`config.mk`:
```
export PLATFORM = sky130hd
export DESIGN_NAME = pipe_hazard_ctrl_flat
export DESIGN_NICKNAME = d
export VERILOG_FILES = /design/src/rtl/pipe_hazard_ctrl_pkg.sv /design/src/rtl/pipe_hazard_ctrl_if.sv /design/src/rtl/pipe_hazard_ctrl_hazard_detect.sv /design/src/rtl/pipe_hazard_ctrl.sv /design/src/flat_wrapper.sv
export SDC_FILE = /design/constraint.sdc
export NUM_CORES = 1
export LEC_CHECK = 0
export CAP_MARGIN = 25
export CORE_MARGIN = 2
export CORE_UTILIZATION = 41
export DETAILED_ROUTE_END_ITERATION = 7
export PLACE_DENSITY_LB_ADDON = 0.05
export SLEW_MARGIN = 10
export SYNTH_ARGS = -nofsm -noshare
export SYNTH_HDL_FRONTEND = slang
export SYNTH_SLANG_ARGS = --single-unit
```
`constraint.sdc`:
```
create_clock -name clk -period 1.7 [get_ports clk]
set_input_delay 0.34 -clock clk [delete_from_list [all_inputs] [get_ports clk]]
set_output_delay 0.34 -clock clk [all_outputs]
set_load 0.02 [all_outputs]
```
`src/rtl/pipe_hazard_ctrl_pkg.sv`:
```
// Shared pipeline-control definitions: FSM encoding, default sizes and the
// bundled enable/flush word driven by the hazard controller.
package pipe_hazard_ctrl_pkg;

    localparam int MAX_WAIT_DEF = 15;
    localparam int CNT_W_DEF    = 16;

    typedef enum logic [1:0] {
        ST_RUN      = 2'd0,
        ST_MEM_WAIT = 2'd1,
        ST_ERROR    = 2'd2
    } hz_state_t;

    typedef struct packed {
        logic pc_we;
        logic ifid_we;
        logic idex_we;
        logic exmem_we;
        logic ifid_flush;
        logic idex_flush;
        logic memwb_flush;
    } ctrl_t;

    localparam ctrl_t CTRL_NORMAL    = ctrl_t'(7'b1111_000);
    localparam ctrl_t CTRL_LOAD_USE  = ctrl_t'(7'b0011_010);
    localparam ctrl_t CTRL_BRANCH    = ctrl_t'(7'b1111_110);
    localparam ctrl_t CTRL_MEM_STALL = ctrl_t'(7'b0000_001);
    localparam ctrl_t CTRL_FROZEN    = ctrl_t'(7'b0000_000);
    localparam ctrl_t CTRL_RESET     = ctrl_t'(7'b0000_111);

    // A taken branch squashes the younger instructions, so it wins over a load-use stall.
    function automatic ctrl_t run_rules(input logic br_taken, input logic load_use);
        if (br_taken)
            return CTRL_BRANCH;
        else if (load_use)
            return CTRL_LOAD_USE;
        else
            return CTRL_NORMAL;
    endfunction

endpackage

```
`src/rtl/pipe_hazard_ctrl_if.sv`:
```
// Pipeline <-> hazard controller bundle: hazard sources in, stage enables,
// bubble requests and status out.
interface pipe_hazard_ctrl_if
    import pipe_hazard_ctrl_pkg::*;
#(
    parameter int CNT_W = CNT_W_DEF
);
    logic             idex_memread;
    logic [4:0]       idex_rt;
    logic [4:0]       ifid_rs;
    logic [4:0]       ifid_rt;
    logic             br_taken;
    logic             dmem_req;
    logic             dmem_ready;

    logic             pc_we;
    logic             ifid_we;
    logic             idex_we;
    logic             exmem_we;
    logic             ifid_flush;
    logic             idex_flush;
    logic             memwb_flush;
    logic             mem_err;
    logic [CNT_W-1:0] stall_cnt;

    modport master (
        output idex_memread, idex_rt, ifid_rs, ifid_rt, br_taken, dmem_req, dmem_ready,
        input  pc_we, ifid_we, idex_we, exmem_we, ifid_flush, idex_flush, memwb_flush,
        input  mem_err, stall_cnt
    );

    modport slave (
        input  idex_memread, idex_rt, ifid_rs, ifid_rt, br_taken, dmem_req, dmem_ready,
        output pc_we, ifid_we, idex_we, exmem_we, ifid_flush, idex_flush, memwb_flush,
        output mem_err, stall_cnt
    );

endinterface

```
`src/rtl/pipe_hazard_ctrl_hazard_detect.sv`:
```
// Load-use comparator: a load in ID/EX whose destination feeds the instruction
// in IF/ID. Register 0 is hard-wired, so it never creates a dependency.
module hazard_detect (
    input  logic       idex_memread,
    input  logic [4:0] idex_rt,
    input  logic [4:0] ifid_rs,
    input  logic [4:0] ifid_rt,
    output logic       load_use
);

    assign load_use = idex_memread && (idex_rt != 5'd0) &&
                      ((idex_rt == ifid_rs) || (idex_rt == ifid_rt));

endmodule

```
`src/rtl/pipe_hazard_ctrl.sv`:
```
// Pipeline hazard controller: load-use stalls, branch flushes, data-memory
// wait freezing with timeout, and a saturating stall-cycle counter.
module pipe_hazard_ctrl
    import pipe_hazard_ctrl_pkg::*;
#(
    parameter int MAX_WAIT = MAX_WAIT_DEF,
    parameter int CNT_W    = CNT_W_DEF
) (
    input  logic              clk,
    input  logic              rst,
    pipe_hazard_ctrl_if.slave bus
);

    localparam int                WAIT_W    = $clog2(MAX_WAIT + 1);
    localparam logic [WAIT_W-1:0] WAIT_LAST = WAIT_W'(MAX_WAIT - 1);

    hz_state_t         state;
    hz_state_t         state_nxt;
    logic [WAIT_W-1:0] wait_cnt;
    logic [WAIT_W-1:0] wait_nxt;
    logic [CNT_W-1:0]  stall_cnt;
    logic              mem_err;
    logic              mem_err_nxt;
    logic              mem_busy;
    logic              load_use;
    ctrl_t             ctrl;

    function automatic logic [CNT_W-1:0] sat_inc(input logic [CNT_W-1:0] v);
        return (&v) ? v : v + CNT_W'(1);
    endfunction

    hazard_detect u_hazard_detect (
        .idex_memread (bus.idex_memread),
        .idex_rt      (bus.idex_rt),
        .ifid_rs      (bus.ifid_rs),
        .ifid_rt      (bus.ifid_rt),
        .load_use     (load_use)
    );

    always_ff @(posedge clk or negedge rst) begin
        if (!rst) begin
            state     <= ST_RUN;
            wait_cnt  <= '0;
            stall_cnt <= '0;
            mem_err   <= 1'b0;
        end else begin
            state    <= state_nxt;
            wait_cnt <= wait_nxt;
            mem_err  <= mem_err_nxt;
            if (!ctrl.pc_we)
                stall_cnt <= sat_inc(stall_cnt);
        end
    end

    // A dropped dmem_req during a wait is treated as completion, hence busy needs both.
    always_comb begin
        state_nxt   = state;
        wait_nxt    = wait_cnt;
        mem_err_nxt = mem_err;
        ctrl        = CTRL_NORMAL;
        mem_busy    = bus.dmem_req && !bus.dmem_ready;

        case (state)
            ST_RUN: begin
                if (mem_busy) begin
                    ctrl      = CTRL_MEM_STALL;
                    state_nxt = ST_MEM_WAIT;
                    wait_nxt  = '0;
                end else begin
                    ctrl = run_rules(bus.br_taken, load_use);
                end
            end
            ST_MEM_WAIT: begin
                if (mem_busy) begin
                    ctrl     = CTRL_MEM_STALL;
                    wait_nxt = wait_cnt + WAIT_W'(1);
                    if (wait_cnt == WAIT_LAST) begin
                        state_nxt   = ST_ERROR;
                        mem_err_nxt = 1'b1;
                    end
                end else begin
                    ctrl      = run_rules(bus.br_taken, load_use);
                    state_nxt = ST_RUN;
                end
            end
            ST_ERROR: begin
                ctrl = CTRL_FROZEN;
            end
            default: begin
                state_nxt = ST_RUN;
            end
        endcase

        // Hold the pipeline frozen with bubbles queued for as long as reset is low.
        if (!rst)
            ctrl = CTRL_RESET;
    end

    assign bus.pc_we       = ctrl.pc_we;
    assign bus.ifid_we     = ctrl.ifid_we;
    assign bus.idex_we     = ctrl.idex_we;
    assign bus.exmem_we    = ctrl.exmem_we;
    assign bus.ifid_flush  = ctrl.ifid_flush;
    assign bus.idex_flush  = ctrl.idex_flush;
    assign bus.memwb_flush = ctrl.memwb_flush;
    assign bus.mem_err     = mem_err;
    assign bus.stall_cnt   = stall_cnt;

endmodule
```
`src/flat_wrapper.sv`:
```
// flat-port wrapper written by rule: the top's interface ports become plain ports
module pipe_hazard_ctrl_flat import pipe_hazard_ctrl_pkg::*;
#(
    parameter int MAX_WAIT = MAX_WAIT_DEF,
    parameter int CNT_W    = CNT_W_DEF
)
  (clk, rst, bus_idex_memread, bus_idex_rt, bus_ifid_rs, bus_ifid_rt, bus_br_taken, bus_dmem_req, bus_dmem_ready, bus_pc_we, bus_ifid_we, bus_idex_we, bus_exmem_we, bus_ifid_flush, bus_idex_flush, bus_memwb_flush, bus_mem_err, bus_stall_cnt);
  pipe_hazard_ctrl_if #(.CNT_W(CNT_W)) bus_i ();
  input  logic clk;
  input  logic rst;
  input wire logic [$bits(bus_i.idex_memread)-1:0] bus_idex_memread;
  input wire logic [$bits(bus_i.idex_rt)-1:0] bus_idex_rt;
  input wire logic [$bits(bus_i.ifid_rs)-1:0] bus_ifid_rs;
  input wire logic [$bits(bus_i.ifid_rt)-1:0] bus_ifid_rt;
  input wire logic [$bits(bus_i.br_taken)-1:0] bus_br_taken;
  input wire logic [$bits(bus_i.dmem_req)-1:0] bus_dmem_req;
  input wire logic [$bits(bus_i.dmem_ready)-1:0] bus_dmem_ready;
  output wire logic [$bits(bus_i.pc_we)-1:0] bus_pc_we;
  output wire logic [$bits(bus_i.ifid_we)-1:0] bus_ifid_we;
  output wire logic [$bits(bus_i.idex_we)-1:0] bus_idex_we;
  output wire logic [$bits(bus_i.exmem_we)-1:0] bus_exmem_we;
  output wire logic [$bits(bus_i.ifid_flush)-1:0] bus_ifid_flush;
  output wire logic [$bits(bus_i.idex_flush)-1:0] bus_idex_flush;
  output wire logic [$bits(bus_i.memwb_flush)-1:0] bus_memwb_flush;
  output wire logic [$bits(bus_i.mem_err)-1:0] bus_mem_err;
  output wire logic [$bits(bus_i.stall_cnt)-1:0] bus_stall_cnt;
  assign bus_i.idex_memread = bus_idex_memread;
  assign bus_i.idex_rt = bus_idex_rt;
  assign bus_i.ifid_rs = bus_ifid_rs;
  assign bus_i.ifid_rt = bus_ifid_rt;
  assign bus_i.br_taken = bus_br_taken;
  assign bus_i.dmem_req = bus_dmem_req;
  assign bus_i.dmem_ready = bus_dmem_ready;
  assign bus_pc_we = bus_i.pc_we;
  assign bus_ifid_we = bus_i.ifid_we;
  assign bus_idex_we = bus_i.idex_we;
  assign bus_exmem_we = bus_i.exmem_we;
  assign bus_ifid_flush = bus_i.ifid_flush;
  assign bus_idex_flush = bus_i.idex_flush;
  assign bus_memwb_flush = bus_i.memwb_flush;
  assign bus_mem_err = bus_i.mem_err;
  assign bus_stall_cnt = bus_i.stall_cnt;
  pipe_hazard_ctrl #(.MAX_WAIT(MAX_WAIT), .CNT_W(CNT_W)) u_core (.clk(clk), .rst(rst), .bus(bus_i));
endmodule
```
==> flow_metrics.env <==
export IMPL_p_leak_nw=0.956
export IMPL_synth_edf_count=0
export IMPL_period_minus_slack_ps=1750
export IMPL_p_int_w=0.000692
export IMPL_p_switching_w=0.000240
export IMPL_yosys_top_cells_count="dfrtp_1 (23), xnor2_1 (14), nand3_1 (11), xor2_1 (10)"
export IMPL_ys_seq_area_frac=0.426
export IMPL_synth_top_cell_area_share=0.426
export IMPL_regArea_um2=576
export IMPL_antenna_found_initial=0
export IMPL_fin_crit_sh=1.03
export IMPL_final_util=0.616
export IMPL_first_global_vias=1096
export IMPL_cp_num_buf_inv=3
export IMPL_synth_warnings=0
export IMPL_drtIter0Drc=52
export IMPL_sw_frac_of_total=0.258
export IMPL_p_clk_frac=0.290
export IMPL_fin_nets=215
export IMPL_setup_viol=6
export IMPL_maxCapViolCount=0
export IMPL_routed_wl_um=2880
export IMPL_drcViolationCount=0
export IMPL_crit_path_top_delay_cell="dfrtp_1"
export IMPL_cp_start_kind="flop"
export IMPL_required_ps=1360
export IMPL_setup_slack_ps=-46.5
export IMPL_cts_buffer_depth=2
export IMPL_die_h_um=61.4
export IMPL_path_class="reg -> out"
export IMPL_n_antenna_cell=0
export IMPL_vias=1120
export IMPL_path_cells="buf_6, nand2b_4, and3_4, o21ai_4, inv_2, buf_6"
export IMPL_yosysTopAreaCell="dfrtp_1"
export IMPL_multi_input_area_um2=734
export IMPL_drv_slew=0
export IMPL_syn_nets=156
export IMPL_yosys_cell_types_count=34
export IMPL_gp_congestion=0.803
export IMPL_grt_max_degree=24
export IMPL_num_rows=20
export IMPL_rsz0062_at_grt="yes"
export IMPL_synth_most_common_cell="dfrtp_1"
export IMPL_fill_cells=314
export IMPL_area_delta_synth_final_pct=41.4
export IMPL_yosys_area_share_simple=0.256
export IMPL_ios=45
export IMPL_clock_fmax_mhz=573
export IMPL_cts_max_level=1
export IMPL_hold_path_class="in -> async"
export IMPL_worst_path_dominant_cell_family="flip-flops"
export IMPL_dr_pass1_iters=4
export IMPL_p_total_w=0.000933
export IMPL_start_util=0.435
export IMPL_muxShareOfSynthArea=0.0269
export IMPL_worst_path_most_repeated_cell="buf_6"
export IMPL_core_mm2=0.00310
export IMPL_synth_fa_ha_area_frac=0.0278
export IMPL_synth_compound_area_frac=0.0657
export IMPL_cts_tree="done"
export IMPL_max_slew_worst_pin_slew_ps=291
export IMPL_p_seq_frac=0.594
export IMPL_cts_sinks=23
export IMPL_die_x_um=61.4
export IMPL_layout_drive_gt1_share=0.274
export IMPL_track_usage=0.173
export IMPL_violations="setup timing"
export IMPL_syn_area_mm2=0.00135
export IMPL_place_hpwl_um=2190
export IMPL_post_drt_wl_per_cell_um=12.3
export IMPL_synth_top_family_by_area="simple AND/OR/NAND/NOR gates"
export IMPL_power_density_mw_per_mm2=488
export IMPL_clkLatencyLatePin_ps=320
export IMPL_cts_hold_buf=0
export IMPL_path_clk_slew_ps=140
export IMPL_avgViaCountPerCell=4.79
export IMPL_irDropWorstVdd_uv=464
export IMPL_ys_async_sr_fraction=1.00
export IMPL_status="complete, but fails checks"
export IMPL_cts_root_buf="clkbuf_4"
export IMPL_avgSynthCellArea_um2=10.2
export IMPL_worst_ep_arrival_time_ps=1410
export IMPL_synthFlopType="dfrtp_1"
export IMPL_cpPeakStageDelay_ps=440
export IMPL_skew_ps=7.60
export IMPL_ys_seq_elements=23
export IMPL_cp_end_kind="output pin"
export IMPL_ant_nets=0
export IMPL_synth_area_leaders="dfrtp_1 (43%), xnor2_1 (9.1%), xor2_1 (6.5%)"
export IMPL_slew_headroom=0.806
export IMPL_grt_pass1_wl_um=4810
export IMPL_netlist_instances=132
export IMPL_synth_xor_area_frac=0.156
export IMPL_die_area_mm2=0.00377
export IMPL_combinationalPowerShare=0.116
export IMPL_crit_fanout=4
export IMPL_port_buffers=44
export IMPL_hold_viol=0
export IMPL_numCtsBuffers=3
export IMPL_grt_ovfl_total=0
-- what timing repair did --
item                       CTS  global route
cloned                       0             0
setup buffers                2             1
setup endpoints to repair   37             9
resized for setup          107             3
pin swaps                   15             3
-- power groups by stage --
stage | Clock, W | Sequential (W) | Combinational, W
after global routing | 0.000308 | 0.000555 | 0.000120
after global placement | 0 | 0.000564 | 0.000125
final | 0.000271 | 0.000554 | 0.000108
after CTS | 0.000272 | 0.000554 | 0.000111
after detailed placement | 0 | 0.000564 | 0.000127
after floorplan | 0 | 0.000565 | 0.0000415
-- registers in the layout, indices dropped and copies added (netlist names) --
signal	flops
u_core.bus.stall_cnt	16
u_core.wait_cnt	4
u_core.state	2
u_core.bus.mem_err	1
-- placed cells by master (no fill, tap or decap), types with 2 or more instances in the layout --
master           instances
ha_1                     3
nand2_1                  9
clkdlybuf4s50_1          5
nand4_2                  2
buf_6                    7
buf_4                   13
nor2_1                   8
nand4_1                  6
nand3_1                 11
inv_1                    3
clkbuf_4                 3
nor3_1                   2
buf_2                   12
a22o_1                   2
dfrtp_1                 23
xor2_1                  10
a21o_1                   2
dlygate4sd2_1           15
clkdlybuf4s15_1          4
and3_4                   2
nor3_2                   2
xnor2_1                 14
dlymetal6s2s_1           2
and3_1                   8
o21ai_0                  3
-- worst register-to-register path: cells and delay by family, from the launching register on --
family	cells	cell delay, ps
and+or+nand+nor	3	480
AOI/OAI and AO/OA	1	70
DFF	1	440
muxes	1	300
buffers and inverters	1	230
-- logic make-up after synthesis --
family | Yosys count
AND/OR/NAND/NOR | 59
XOR/XNOR | 24
flip-flops | 23
AO/OA/AOI/OAI | 11
buffers and inverters | 9
multiplexers | 3
adder cells (fa/ha/maj) | 3
-- stage by stage --
stage          area [um^2]  hold slack [ps]  setup slack, ps  TNS, ps  std cells
2_1_floorplan         1360             44.4            -68.1    -68.1        132
3_3_place_gp          1920              462             -783   -10390        228
3_5_place_dp          1920              474             -811   -10870        228
4_1_cts               1890              501            -69.8     -254        233
5_1_grt               1910              499             -117     -580        234
6_report              1910              486            -46.5     -147        234
-- path summary, 6_finish.rpt --
kind | startpoint | to | slack, ps | cells after the start
min in group clk | u_core.bus.stall_cnt[10] | u_core.bus.stall_cnt[10] | 490 | 1
hold reg to reg | u_core.bus.stall_cnt[10] | u_core.bus.stall_cnt[10] | 490 | 1
setup reg to reg | u_core.state[1] | u_core.bus.stall_cnt[1] | 100 | 6
hold / removal | rst | u_core.bus.stall_cnt[3] | 490 | 3
setup / recovery | u_core.state[1] | bus_pc_we | -50 | 6
max in group asynchronous | rst | u_core.bus.stall_cnt[11] | 980 | 3
-- metal layers --
layer / global-route usage / share of wire
met1: 0.227 / 0.47
met2: 0.287 / 0.46
met3: 0.0357 / 0.061
met4: 0.0547 / 0.011
met5: 0 / 0
-- cell type report --
class	instances	share of cell area
multi-input combinational	100	0.384
sequential	23	0.301
timing repair buffer	59	0.263
tap	44	0.0288
clock buffer	3	0.0118
inverter	4	0.00786
clock inverter	1	0.00262
No activity file was read; power rests on OpenSTA's default activity.
